File: src/rtl/toggle_stim_gen_pkg.sv
// Shared types and constants for the toggle stimulus generator.
// Used by the top-level FSM and by the LFSR sub-module.
package toggle_stim_gen_pkg;

    typedef enum logic [1:0] {
        MODE_HOLD = 2'd0,
        MODE_ALT  = 2'd1,
        MODE_PRBS = 2'd2,
        MODE_WALK = 2'd3
    } mode_e;

    typedef enum logic [1:0] {
        ST_IDLE = 2'd0,
        ST_RUN  = 2'd1,
        ST_DONE = 2'd2
    } state_e;

    localparam logic [15:0] LFSR_MASK  = 16'hB400;
    localparam logic [23:0] TOGGLE_SAT = 24'hFFFFFF;
    localparam logic [3:0]  ACT_ALWAYS = 4'hF;

    // Galois form: shift right, fold the mask in when the bit shifted out is 1.
    function automatic logic [15:0] lfsr_step(input logic [15:0] s);
        return s[0] ? ((s >> 1) ^ LFSR_MASK) : (s >> 1);
    endfunction

endpackage

File: src/rtl/toggle_stim_gen_lfsr.sv
// 16-bit Galois LFSR with a seed load and an advance enable.
// A seed load takes priority over an advance.
module stim_lfsr16
    import toggle_stim_gen_pkg::*;
#(
    parameter logic [15:0] SEED = 16'hACE1
) (
    input  logic        CLK,
    input  logic        RSTB,
    input  logic        load_i,
    input  logic        adv_i,
    output logic [15:0] state_o
);

    logic [15:0] lfsr_q;
    logic [15:0] lfsr_d;

    always_comb begin
        lfsr_d = lfsr_q;
        if (load_i) begin
            lfsr_d = SEED;
        end else if (adv_i) begin
            lfsr_d = lfsr_step(lfsr_q);
        end
    end

    always_ff @(posedge CLK or negedge RSTB) begin
        if (!RSTB) begin
            lfsr_q <= SEED;
        end else begin
            lfsr_q <= lfsr_d;
        end
    end

    assign state_o = lfsr_q;

endmodule

File: src/rtl/toggle_stim_gen.sv
// Toggle stimulus generator: drives a pattern vector for a fixed number of
// cycles and counts the bit flips it produced.
//
// state   | meaning
// IDLE    | waiting for start; d_out and toggle_cnt hold last run's values
// RUN     | live stimulus, valid=1, one LFSR step and counter decrement per cycle
// DONE    | one-cycle completion pulse, d_out held, then back to IDLE
module toggle_stim_gen
    import toggle_stim_gen_pkg::*;
#(
    parameter int          WIDTH = 8,
    parameter logic [15:0] SEED  = 16'hACE1
) (
    input  logic             CLK,
    input  logic             RSTB,
    input  logic             start_i,
    input  logic             abort_i,
    input  logic [1:0]       mode_i,
    input  logic [3:0]       activity_i,
    input  logic [15:0]      num_cycles_i,
    output logic [WIDTH-1:0] d_out_o,
    output logic             valid_o,
    output logic             busy_o,
    output logic             done_o,
    output logic [23:0]      toggle_cnt_o
);

    localparam logic [WIDTH-1:0] WALK_FIRST = WIDTH'(1);

    state_e            state_q, state_d;
    mode_e             mode_q, mode_d;
    logic [3:0]        act_q, act_d;
    logic [15:0]       cnt_q, cnt_d;
    logic [WIDTH-1:0]  dout_q, dout_d;
    logic [23:0]       tcnt_q, tcnt_d;

    logic              lfsr_load;
    logic              lfsr_adv;
    logic [15:0]       lfsr;
    logic              unused_lfsr_hi;

    logic              upd;
    logic [WIDTH-1:0]  dout_nxt;
    logic [WIDTH-1:0]  flips;
    logic [4:0]        pop;
    logic [24:0]       tc_sum;
    logic [23:0]       tcnt_sat;

    stim_lfsr16 #(
        .SEED (SEED)
    ) u_lfsr (
        .CLK     (CLK),
        .RSTB    (RSTB),
        .load_i  (lfsr_load),
        .adv_i   (lfsr_adv),
        .state_o (lfsr)
    );

    assign unused_lfsr_hi = ^lfsr;

    assign upd = (act_q == ACT_ALWAYS) || (lfsr[3:0] < act_q);

    always_comb begin
        dout_nxt = dout_q;
        case (mode_q)
            MODE_HOLD: dout_nxt = dout_q;
            MODE_ALT:  dout_nxt = ~dout_q;
            MODE_PRBS: dout_nxt = lfsr[WIDTH-1:0];
            MODE_WALK: dout_nxt = (dout_q == '0) ? WALK_FIRST
                                 : ((dout_q << 1) | (dout_q >> (WIDTH-1)));
            default:   dout_nxt = dout_q;
        endcase
    end

    assign flips = dout_q ^ dout_nxt;

    always_comb begin
        pop = '0;
        for (int i = 0; i < WIDTH; i++) begin
            pop = pop + 5'(flips[i]);
        end
    end

    assign tc_sum   = {1'b0, tcnt_q} + {20'd0, pop};
    assign tcnt_sat = tc_sum[24] ? TOGGLE_SAT : tc_sum[23:0];

    always_comb begin
        state_d   = state_q;
        mode_d    = mode_q;
        act_d     = act_q;
        cnt_d     = cnt_q;
        dout_d    = dout_q;
        tcnt_d    = tcnt_q;
        lfsr_load = 1'b0;
        lfsr_adv  = 1'b0;

        case (state_q)
            ST_IDLE: begin
                if (start_i && !abort_i) begin
                    mode_d    = mode_e'(mode_i);
                    act_d     = activity_i;
                    cnt_d     = num_cycles_i;
                    dout_d    = '0;
                    tcnt_d    = '0;
                    lfsr_load = 1'b1;
                    state_d   = (num_cycles_i == 16'd0) ? ST_DONE : ST_RUN;
                end
            end
            ST_RUN: begin
                lfsr_adv = 1'b1;
                if (abort_i) begin
                    state_d = ST_IDLE;
                    dout_d  = '0;
                    cnt_d   = '0;
                end else begin
                    if (upd) begin
                        dout_d = dout_nxt;
                        tcnt_d = tcnt_sat;
                    end
                    cnt_d = cnt_q - 16'd1;
                    if (cnt_q == 16'd1) begin
                        state_d = ST_DONE;
                    end
                end
            end
            ST_DONE: begin
                state_d = ST_IDLE;
                if (abort_i) begin
                    dout_d = '0;
                end
            end
            default: state_d = ST_IDLE;
        endcase
    end

    always_ff @(posedge CLK or negedge RSTB) begin
        if (!RSTB) begin
            state_q <= ST_IDLE;
            mode_q  <= MODE_HOLD;
            act_q   <= '0;
            cnt_q   <= '0;
            dout_q  <= '0;
            tcnt_q  <= '0;
        end else begin
            state_q <= state_d;
            mode_q  <= mode_d;
            act_q   <= act_d;
            cnt_q   <= cnt_d;
            dout_q  <= dout_d;
            tcnt_q  <= tcnt_d;
        end
    end

    assign d_out_o      = dout_q;
    assign valid_o      = (state_q == ST_RUN);
    assign busy_o       = (state_q != ST_IDLE);
    // An abort arriving in DONE suppresses the completion pulse.
    assign done_o       = (state_q == ST_DONE) && !abort_i;
    assign toggle_cnt_o = tcnt_q;

endmodule
File: config.mk
export PLATFORM = sky130hd
export DESIGN_NAME = toggle_stim_gen
export DESIGN_NICKNAME = d
export VERILOG_FILES = /design/src/rtl/toggle_stim_gen_pkg.sv /design/src/rtl/toggle_stim_gen_lfsr.sv /design/src/rtl/toggle_stim_gen.sv
export SDC_FILE = /design/constraint.sdc
export NUM_CORES = 1
export LEC_CHECK = 0
export CAP_MARGIN = 10
export CORE_UTILIZATION = 45
export CTS_BUF_LIST = sky130_fd_sc_hd__clkbuf_8
export CTS_CLUSTER_DIAMETER = 200
export DETAILED_ROUTE_END_ITERATION = 6
export MAX_ROUTING_LAYER = met4
export PLACE_DENSITY = 0.72
export SYNTH_ARGS = -nofsm -noshare
export SYNTH_HDL_FRONTEND = slang
export SYNTH_SLANG_ARGS = --single-unit
File: constraint.sdc
create_clock -name CLK -period 7.8 [get_ports CLK]
set_clock_uncertainty 0.2 [all_clocks]
set_input_delay 1.56 -clock CLK [delete_from_list [all_inputs] [get_ports CLK]]
set_output_delay 1.56 -clock CLK [all_outputs]
set_load 0.1 [all_outputs]
==> metrics <==
critical setup path kind=reg -> reg; Hold Path Class=reg -> reg; number of synthesized flops with an enable pin=0; CTS Buffer Depth=2; register area share after synthesis=approximately two fifths; share of flip-flops with an asynchronous set or reset after synthesis=between 90% and 100%; H-tree depth=3; CP max FO=26; Resized cells post-CTS=0; GPL Wtd Cong=a little under 0.9; Worst EP required=7.83 ns; Die Ht=roughly 100 microns; I/O Pins=61; share of layout cells above drive strength 1=under 10%; DRC violations left=0; worst-margin pin slew=between 1 and 1.5 ns; core region area=a little under 10000 sq um; Setup Buffers After CTS=0; Die Span X=104 microns; clock slew at reported path FFs=0.09 ns; Critical Path End Type=register; Worst EP arrival=~6 ns; LEAKAGE=roughly 2.3 nW; vias in the first global route=4306; placed insts=just under 700; Mapped Area=~4700 sq um; post-synthesis register bit count=between 70 and 80; area grow syn2layout=19.6%; Vias/cell=between 6 and 7; # setup viols final=0; CTS root buffer=clkbuf_8; Max-slew headroom=26.1%; clock tree sinks=72; filler instances=907; wire length per cell=between 15 and 20 microns; post-synthesis area per instance=8.64 sq um; Final #Nets=about 620; CTS buffer count=9; number of iterations in the first detailed-routing pass=5; Pins Over Slew Limit=0; power density over the cells=approximately 290 nW/um^2; Fin Hold WS=between 0.2 and 0.3 ns; Port Buf Inserts=60; GRT Util Overall=between 20% and 30%; GRT overflow=0; Worst-Skew Late Latency=roughly 0.35 ns; initial antenna violation count=0; HPWL after DPL=just under 9000 microns; setup TNS=0 ns; global-route wire length before repair=between 20000 and 25000 microns; Synth cell types=68; Final period util=74.6%; largest net degree at the start of global routing=73; ys flop type=dfrtp_1; status=finished clean; antenna cell count=0; Routed WL=about 13000 microns; Layout Cells excl Fill=~710; Max-Cap Viols=0; antenna-violating nets left=0; Initial Util=a little under half; DR iter-0 viols=~270; RSZ-0062 raised after global routing=false; final hold vios=0; gate count of the mapped netlist=~540; CTS tree=yes; syn nets=around 580; Tmin final=5.82 ns; post-route cell area=5570 sq um; total number of yosys warnings=0; Hold Buf Count CTS=0; Max IR drop VDD=161 uV; DP Area=about 5300 sq um; fmax=0.172 GHz; Worst setup SP type=register; row cnt=36; full die area=around 11000 sq um; DR vias=roughly 4300
==> critical path, cell delays in order, from the launching register on <==
cell and delay (ns):
dfrtp_1 0.86, inv_1 0.31, o21ai_0 0.37, nand3_1 0.13, a32oi_1 0.26, fa_1 0.48, fa_1 0.54, inv_1 0.06
fa_1 0.50, fa_1 0.46, inv_1 0.08, fa_1 0.20, nand3_1 0.10, and2_1 0.27, or3_1 0.53, a311oi_1 0.34
==> stage by stage <==
stage               util (%)  setup slack [ns]  power (W)
CTS                     56.2              2.03    0.00162
finish                  56.2              1.98    0.00162
global route            56.2              1.62    0.00172
global placement        53.5              2.26    0.00119
detailed placement      53.5              2.07    0.00121
floorplan                  -              2.06    0.00103
==> path summary, 6_finish.rpt <==
check                           slack (ns)  cells after the start               from                 to
worst max register to register        1.98                     15          mode_q[1]   toggle_cnt_o[22]
worst min register to register        0.28                      2  u_lfsr.state_o[9]  u_lfsr.state_o[8]
worst max-delay path                  1.98                     15          mode_q[1]   toggle_cnt_o[22]
worst min-delay path                  0.28                      2  u_lfsr.state_o[9]  u_lfsr.state_o[8]
max in group asynchronous             5.60                      2               RSTB   toggle_cnt_o[10]
min in group asynchronous             1.22                      2               RSTB           cnt_q[4]
==> registers in the layout, indices dropped and copies added (netlist names) <==
register	flops
toggle_cnt_o	24
act_q	4
d_out_o	8
u_lfsr.state_o	16
mode_q	2
cnt_q	16
state_q	2
==> kinds of logic (layout without fill, tap and decap cells) <==
group                    after synthesis  in the layout  synth area share (%)
XOR/XNOR                              23             23                  4.32
multiplexers                           8              8                  1.72
AND/OR/NAND/NOR                      209            209                  23.0
AO/OA/AOI/OAI                        151            151                  21.8
adder cells (fa/ha/maj)               16             16                  5.10
flip-flops                            72             72                  38.9
buffers and inverters                 60            100                  5.18
==> layout by cell type, fill, tap and decap left out, drive strengths merged, types with 11 or more instances in the layout <==
master         netlist  final
nand3               27     27
xor2                13     13
a21oi               28     28
a31oi               14     14
dfrtp               64     64
nor4                15     15
clkdlybuf4s50        0     59
inv                 17     18
ha                  11     11
nand2               76     76
nor2                26     26
nor3                16     16
o21ai               45     45
==> synthesized netlist by cell type (all sizes together), types with 11 or more instances <==
library cell,number,area [sq um]
a21oi,28,148
a31oi,14,87.6
clkbuf,33,124
dfrtp,64,1600
ha,11,138
inv,17,63.8
nand2,76,285
nand3,27,135
nor2,26,97.6
nor3,16,91.3
nor4,15,100
o21ai,45,225
xor2,13,114
==> per-layer routing <==
layer	share of wire (%)	wire length (microns)	global-route usage (%)
met1	44	5690	33.6
met2	48	6200	41.0
met3	5.4	686	2.96
met4	1.8	232	8.47
met5	0	0	-
==> power by group <==
part	switching (W)	internal, W	total [W]
logic	0.000430	0.000266	0.000696
registers	0.0000788	0.000438	0.000517
clock network	0.000157	0.000246	0.000404
total	0.000667	0.000950	0.00162
==> cell type report <==
type	instances	area (sq um)	area share (%)
clock buffer	9	124	2.22
clock inverter	7	143	2.56
inverter	17	63.8	1.15
multi-input combinational	407	2620	46.9
sequential	72	1810	32.5
tap	133	166	2.99
timing repair buffer	67	648	11.6
Power figures use the tool's default switching activity.
